[config.mk]
export PLATFORM = sky130hd
export DESIGN_NAME = axi_lite_write_arbiter
export DESIGN_NICKNAME = d
export VERILOG_FILES = /design/src/rtl/axi_lite_write_arbiter.sv
export SDC_FILE = /design/constraint.sdc
export NUM_CORES = 1
export LEC_CHECK = 0
export CORE_MARGIN = 3
export CORE_UTILIZATION = 40
export DETAILED_ROUTE_END_ITERATION = 10
export GPL_ROUTABILITY_DRIVEN = 0
export PLACE_DENSITY_LB_ADDON = 0.25
export SKIP_LAST_GASP = 1
export SYNTH_ARGS = -nofsm -noshare
export SYNTH_HDL_FRONTEND = slang
export SYNTH_SLANG_ARGS = --single-unit
[constraint.sdc]
create_clock -name ACLK -period 6.4 [get_ports ACLK]
set_input_delay 0.96 -clock ACLK [delete_from_list [all_inputs] [get_ports ACLK]]
set_output_delay 0.96 -clock ACLK [all_outputs]
set_load 0.02 [all_outputs]
[src/rtl/axi_lite_write_arbiter.sv]
// Round-robin arbiter that shares one AXI4-Lite write master port between two requesters.
// Each grant captures the winner's request and runs a single AW/W/B transaction for it.
module axi_lite_write_arbiter #(
    parameter int NREQ   = 2,
    parameter int ADDR_W = 32
) (
    input  logic                   ACLK,
    input  logic                   ARESET,
    input  logic [NREQ-1:0]        REQ,
    input  logic [NREQ*ADDR_W-1:0] REQ_ADDR,
    input  logic [NREQ*32-1:0]     REQ_DATA,
    input  logic [NREQ*4-1:0]      REQ_STRB,
    input  logic [NREQ*3-1:0]      REQ_PROT,
    output logic [NREQ-1:0]        DONE,
    output logic [1:0]             DONE_RESP,
    output logic                   AWVALID,
    input  logic                   AWREADY,
    output logic [ADDR_W-1:0]      AWADDR,
    output logic [2:0]             AWPROT,
    output logic                   WVALID,
    input  logic                   WREADY,
    output logic [31:0]            WDATA,
    output logic [3:0]             WSTRB,
    input  logic                   BVALID,
    output logic                   BREADY,
    input  logic [1:0]             BRESP
);

    typedef enum logic [1:0] {
        IDLE = 2'd0,
        XFER = 2'd1,
        RESP = 2'd2
    } state_t;

    state_t              state_q, state_d;
    logic                grant_q, grant_d;
    logic                lastGrant_q, lastGrant_d;
    logic                awvalid_q, awvalid_d;
    logic                wvalid_q, wvalid_d;
    logic [ADDR_W-1:0]   awaddr_q, awaddr_d;
    logic [2:0]          awprot_q, awprot_d;
    logic [31:0]         wdata_q, wdata_d;
    logic [3:0]          wstrb_q, wstrb_d;
    logic [NREQ-1:0]     done_q, done_d;
    logic [1:0]          doneResp_q, doneResp_d;
    logic                pick;

    always_ff @(posedge ACLK or posedge ARESET) begin
        if (ARESET) begin
            state_q     <= IDLE;
            grant_q     <= 1'b0;
            lastGrant_q <= 1'b1;
            awvalid_q   <= 1'b0;
            wvalid_q    <= 1'b0;
            awaddr_q    <= '0;
            awprot_q    <= '0;
            wdata_q     <= '0;
            wstrb_q     <= '0;
            done_q      <= '0;
            doneResp_q  <= '0;
        end else begin
            state_q     <= state_d;
            grant_q     <= grant_d;
            lastGrant_q <= lastGrant_d;
            awvalid_q   <= awvalid_d;
            wvalid_q    <= wvalid_d;
            awaddr_q    <= awaddr_d;
            awprot_q    <= awprot_d;
            wdata_q     <= wdata_d;
            wstrb_q     <= wstrb_d;
            done_q      <= done_d;
            doneResp_q  <= doneResp_d;
        end
    end

    always_comb begin
        state_d     = state_q;
        grant_d     = grant_q;
        lastGrant_d = lastGrant_q;
        awvalid_d   = awvalid_q;
        wvalid_d    = wvalid_q;
        awaddr_d    = awaddr_q;
        awprot_d    = awprot_q;
        wdata_d     = wdata_q;
        wstrb_d     = wstrb_q;
        done_d      = '0;
        doneResp_d  = doneResp_q;
        // Under contention the requester that did not win last time goes next.
        pick        = (&REQ) ? ~lastGrant_q : REQ[1];

        case (state_q)
            IDLE: begin
                if (|REQ) begin
                    grant_d     = pick;
                    lastGrant_d = pick;
                    awaddr_d    = pick ? REQ_ADDR[ADDR_W +: ADDR_W] : REQ_ADDR[0 +: ADDR_W];
                    awprot_d    = pick ? REQ_PROT[3 +: 3]   : REQ_PROT[0 +: 3];
                    wdata_d     = pick ? REQ_DATA[32 +: 32] : REQ_DATA[0 +: 32];
                    wstrb_d     = pick ? REQ_STRB[4 +: 4]   : REQ_STRB[0 +: 4];
                    awvalid_d   = 1'b1;
                    wvalid_d    = 1'b1;
                    state_d     = XFER;
                end
            end
            XFER: begin
                if (awvalid_q && AWREADY) begin
                    awvalid_d = 1'b0;
                end
                if (wvalid_q && WREADY) begin
                    wvalid_d = 1'b0;
                end
                if (!awvalid_d && !wvalid_d) begin
                    state_d = RESP;
                end
            end
            RESP: begin
                if (BVALID) begin
                    doneResp_d      = BRESP;
                    done_d[grant_q] = 1'b1;
                    state_d         = IDLE;
                end
            end
            default: begin
                state_d = IDLE;
            end
        endcase
    end

    assign AWVALID   = awvalid_q;
    assign WVALID    = wvalid_q;
    assign AWADDR    = awaddr_q;
    assign AWPROT    = awprot_q;
    assign WDATA     = wdata_q;
    assign WSTRB     = wstrb_q;
    assign BREADY    = (state_q == RESP);
    assign DONE      = done_q;
    assign DONE_RESP = doneResp_q;

endmodule

==> results.yml <==
min_path:
  worstHoldEndpoint: "DONE[0]"
  min-delay-start: "grant_q"
  whs_path_depth: 1
  holdCritPathClass: "flip-flop to flip-flop"
sta:
  setup_viol: 0
  fmax_mhz: 313
  fin_crit_sh: 0.500
  finClkSkew_ns: 0.00945
  maxSlewHeadroom: 0.324
  fin_crit_ns: 3.20
  setup_tns_ns: 0
  hold_viol: 0
  slew_viol_final: 0
  tightestPinTransition_ns: 1.01
  rsz0062_at_grt: "no"
global_routing:
  grt_usage: 0.179
  overflow: 0
  grt_pass1_wl_um: 16300
  antenna_found_initial: 0
  grt_pass1_vias: 3259
  grt_start_max_net_pins: 82
outcome:
  status: "completed"
synth:
  synth-async-reset-ratio: 1.00
  syn_area_um2: 4180
  synth_xor_area_frac: 0
  synth_cell_types: 18
  yosys.area_share.adder: 0
  synth_top_family_by_area: "multiplexers"
  synth-compound-area-share: 0.0132
  avgSynthCellArea_um2: 16.0
  yosys_warnings: 0
  netlist_instances: 262
  synth_nets: 413
  synth_edf_count: 0
  synth.yosys.seq_area_share: 0.485
  synth_ff_type: "dfrtp_1"
  synth-simple-area-share: 0.0111
  synth_mux_area_frac: 0.456
  yosys_register_bits: 81
clock_tree:
  cts_resized: 0
  path_clk_slew_ns: 0.08
  root_buffer: "clkbuf_8"
  postCtsSetupBuffers: 0
  clock_path_buffers: 2
  cts_max_level: 3
  postCtsHoldBufs: 0
  cts_sinks: 81
  numCtsBuffers: 9
  clk_latency_ns: 0.34
  tritoncts: "done"
power:
  powerDensity_nw_per_um2: 428
  leakagePower_nw: 2.92
  ir_drop_mv: 0.213
cells_and_area:
  n_fill_cell: 767
  diodes: 0
  area.growth.synth_to_final_pct: 61.6
  nets: 640
  drive_gt1_frac: 0.344
  final_area_um2: 6760
worst_setup_path:
  cp.arrival_ns: 3.42
  crit_fanout: 36
  r2r_start: "lastGrant_q"
  reg2reg_depth: 4
  cp-end-kind: "flip-flop"
  worstSetupStartpointType: "input port"
  reg2reg_to: "AWADDR[26]"
  ff2ff_setup_slack_ns: 3.80
  worstPathRequired_ns: 6.63
  crit_type: "input port to flip-flop"
routing:
  wl_per_cell_um: 17.0
  drcViolationCount: 0
  first_iter_violations: 82
  via_count: 2973
  postRouteAntennaNets: 0
  routed_wl_um: 10700
  wl_met1_um: 3680
  wl_met3_um: 942
  routed-wl-met2_um: 5900
  top_layer: "met4"
  drtPass1Iterations: 3
  viasPerCell: 4.74
placement:
  dp_hpwl_um: 8160
  dpl_cell_area_um2: 6540
  portBuffers: 228
run:
  maxCapViolCount: 0
floorplanning:
  placementRows: 36
  boundaryPins: 229
  die_area_um2: 11700
  die_w_um: 108
  core-area_um2: 9950
  die_h_um: 108
  start_util: 0.420
## worst max-delay path by stage
stage                 end  slack (ns)    from
2_1_floorplan   AWADDR[0]        3.36  ARESET
3_3_place_gp   AWADDR[11]        2.85  REQ[0]
3_5_place_dp   AWADDR[25]        2.80  REQ[0]
4_1_cts         AWPROT[0]        3.16  REQ[0]
5_1_grt          WSTRB[3]        3.10  REQ[0]
6_report       AWADDR[26]        3.20  REQ[0]
## flip-flops by register name, summed over array words and instances (netlist names)
signal / cells
grant_q: 1
lastGrant_q: 1
DONE_RESP: 2
state_q: 2
AWVALID: 1
WVALID: 1
AWPROT: 3
WSTRB: 4
WDATA: 32
DONE: 2
AWADDR: 32
## power breakdown
group | internal, W | switching, W | total, W | leakage, nW
logic | 0.000899 | 0.000693 | 0.00159 | 1.86
clock network | 0.000212 | 0.000184 | 0.000396 | 0.105
registers | 0.000774 | 0.000131 | 0.000905 | 0.951
total | 0.00188 | 0.00101 | 0.00289 | 2.92
## metal layers
metal | track usage | vias to the layer above
met3 | 0.0597 | 12
met1 | 0.186 | 1442
met4 | 0.0541 | 0
met5 | 0 | -
li1 | - | 1405
met2 | 0.338 | 114
## Yosys cell counts, types with 2 or more instances
library cell / number / area (um^2)
inv_1: 4 / 15.0
buf_6: 8 / 90.1
a2bb2oi_1: 2 / 17.5
nor2b_1: 2 / 12.5
dfrtp_1: 80 / 2000
buf_2: 8 / 40.0
mux2_2: 76 / 856
mux2_4: 70 / 1050
o22ai_1: 2 / 12.5
nor2_1: 2 / 7.51
## cells in the final DEF (no fill, tap or decap), drive strengths merged, types with 3 or more instances in the layout
master and instances:
mux2 146, inv 3, dfrtp 80, clkbuf 12, buf 4, clkdlybuf4s50 228
## metrics by stage
step | util | worst slack [ns] | power, W | hold slack [ns] | cells
after floorplan | - | 3.36 | 0.00181 | 0.413 | 262
after global placement | 0.657 | 2.85 | 0.00250 | 0.439 | 611
after detailed placement | 0.657 | 2.80 | 0.00253 | 0.442 | 611
after CTS | 0.679 | 3.16 | 0.00294 | 0.461 | 627
after global routing | 0.679 | 3.10 | 0.00305 | 0.495 | 627
final | 0.679 | 3.20 | 0.00289 | 0.450 | 627
## area by class of cell
cell class | instances | area (um^2) | area share
inverters | 4 | 16.3 | 0.00241
multi-input cells | 161 | 2020 | 0.299
repair buffers | 232 | 2310 | 0.342
clock inverters | 4 | 50.0 | 0.00740
well taps | 133 | 166 | 0.0246
clock buffers | 12 | 165 | 0.0244
flip-flops and latches | 81 | 2030 | 0.300
## worst max-delay path, stage by stage
cell             delay, ns
clkdlybuf4s50_1       0.51
a21bo_4               0.63
buf_4                 0.66
mux2_4                0.35
mux2_2                0.26
## cells by family after synthesis
family	after synthesis
simple gates	8
mux	146
compound gates	7
buf+inv	20
flops	81
(Power assumes the default switching activity.)
==> patch (config.mk and constraints unchanged) <==
Change the parameter `ADDR_W` from 32 to 40.
--- a/src/rtl/axi_lite_write_arbiter.sv
+++ b/src/rtl/axi_lite_write_arbiter.sv
@@ -3,5 +3,5 @@
 module axi_lite_write_arbiter #(
     parameter int NREQ   = 2,
-    parameter int ADDR_W = 32
+    parameter int ADDR_W = 40
 ) (
     input  logic                   ACLK,
Interface: changed (resized AWADDR and REQ_ADDR); port bits go from 229 to 253. The function was not compared with the original's and may differ.
==> patch against the unedited design <==
Area after synthesis grew 17%. First-iteration DRC count up 62%. Worst setup slack got worse by 0.19 ns. Core utilization decreased by 1.9 points. Design area grew 14%. Sequential cell count increased by 8. Routed wire length grew 18%. Total power rose by 23%. Synthesized cell count is 10% higher. Cell count grew 9.3%. Critical path depth is the same. Critical endpoint is now WDATA[9]. Highest routed layer unchanged.
==> patch: results (changes against the unedited design) <==
{| class="wikitable"
! Metric !! Value
|-
| Result of the run || complete, no violations
|-
| Most area-consuming cells after synthesis || sky130_fd_sc_hd__dfrtp_1 45%, sky130_fd_sc_hd__mux2_4 44%, sky130_fd_sc_hd__mux2_2 3.4%, sky130_fd_sc_hd__buf_8 1.8%, sky130_fd_sc_hd__buf_4 1.1%
|-
| Critical-path top delay cell || sky130_fd_sc_hd__a21bo_4
|-
| Total core area || 11,700 um2 (+18%)
|-
| Footprint of the flip-flops and latches || 2230 um2 (+9.9%)
|-
| Multi-input combinational cell area || 2480 um2 (+23%)
|-
| Share of layout cells above drive strength 1 || 0.332 (-0.0120)
|-
| Vias per cell || 4.82 (+1.7%)
|-
| Worst slew pin tran || 0.947 ns (-0.0663 ns)
|-
| Setup Skew || 0.00758 ns (-0.00187 ns)
|-
| Fin nets || 704 (+10%)
|-
| First-pass GRT wire length || 19.1 mm (+17%)
|-
| Share of the yosys chip area belonging to registers || 0.454 (-0.0312)
|-
| Largest fanout on the critical path || 45 (+25%)
|-
| Setup WS pre-CTS || 2.62 ns (-0.176 ns)
|-
| Number of distinct standard cells referenced by the synthesized netlist || 22 (+4)
|-
| Most used standard cells in the synthesized netlist || 145 x sky130_fd_sc_hd__mux2_4, 88 x sky130_fd_sc_hd__dfrtp_1, 15 x sky130_fd_sc_hd__mux2_2, 7 x sky130_fd_sc_hd__buf_4, 6 x sky130_fd_sc_hd__buf_8
|-
| Fill count || 894 (+17%)
|-
| Number of ordinary and repair buffers in the finished layout || 255 (+9.9%)
|-
| 1st-pass router iterations || 4 (+1)
|-
| Slowest Stage Delay on Critical Path || 0.76 ns (+0.10 ns)
|-
| DP HPWL || 9.57 mm (+17%)
|-
| Area overhead of the layout relative to synthesis || 57.5%
|-
| # clk buffers || 13 (+1)
|-
| Clock slew seen by the registers of the worst setup and hold paths || 0.06 ns (-0.02 ns)
|-
| First DRT Iteration DRCs || 133 (+62%)
|-
| Data buffer area share || 0.329 (-0.0131)
|-
| Placed standard-cell area || 7440 um2 (+14%)
|-
| Peak supply drop || 0.000430 V (+100%)
|-
| Cell Count, Final, Fillers Out || 685 (+9.3%)
|-
| Average cell area after synthesis || 17.0 um2 (+6.4%)
|-
| Sinks on the clock net || 89 (+9.9%)
|-
| Cell family contributing the most delay on the critical path || buffers and inverters
|-
| Worst-case clock buffer depth || 2 (unchanged)
|-
| Largest net degree at the start of global routing || 58 (-29%)
|-
| Worst EP arrival || 3.60 ns (+0.18 ns)
|-
| Library cell used as clock root buffer || sky130_fd_sc_hd__clkbuf_16
|-
| Port Buffer Count || 252 (+11%)
|-
| Vias in the first global route || 3,592 (+10%)
|}
## patch: worst paths after layout
kind / endpoint / start / slack, ns
max in group asynchronous: AWADDR[1] / ARESET / 4.27
setup / recovery: WDATA[9] / REQ[0] / 3.01
min in group asynchronous: WDATA[28] / ARESET / 1.00
setup reg to reg: WDATA[9] / lastGrant_q / 3.64
hold / removal: DONE[0] / grant_q / 0.43
hold reg to reg: DONE[0] / grant_q / 0.43
## patch: layer usage
metal	vias to the layer above	share of wire	global-route usage
li1	1533	-	-
met1	1626	0.38	0.209
met2	131	0.53	0.327
met3	13	0.079	0.0607
met4	0	0.010	0.0382
met5	-	0	0
## patch: cells by family after synthesis
group           share of synthesized area
mux                                 0.478
flops                               0.454
buf+inv                            0.0446
compound gates                     0.0155
simple gates                      0.00816
## patch: power breakdown
group / total (mW) / switching [mW] / internal [mW]
combinational: 2.02 / 0.835 / 1.19
sequential: 1.02 / 0.167 / 0.857
clock: 0.516 / 0.204 / 0.312
total: 3.56 / 1.21 / 2.36
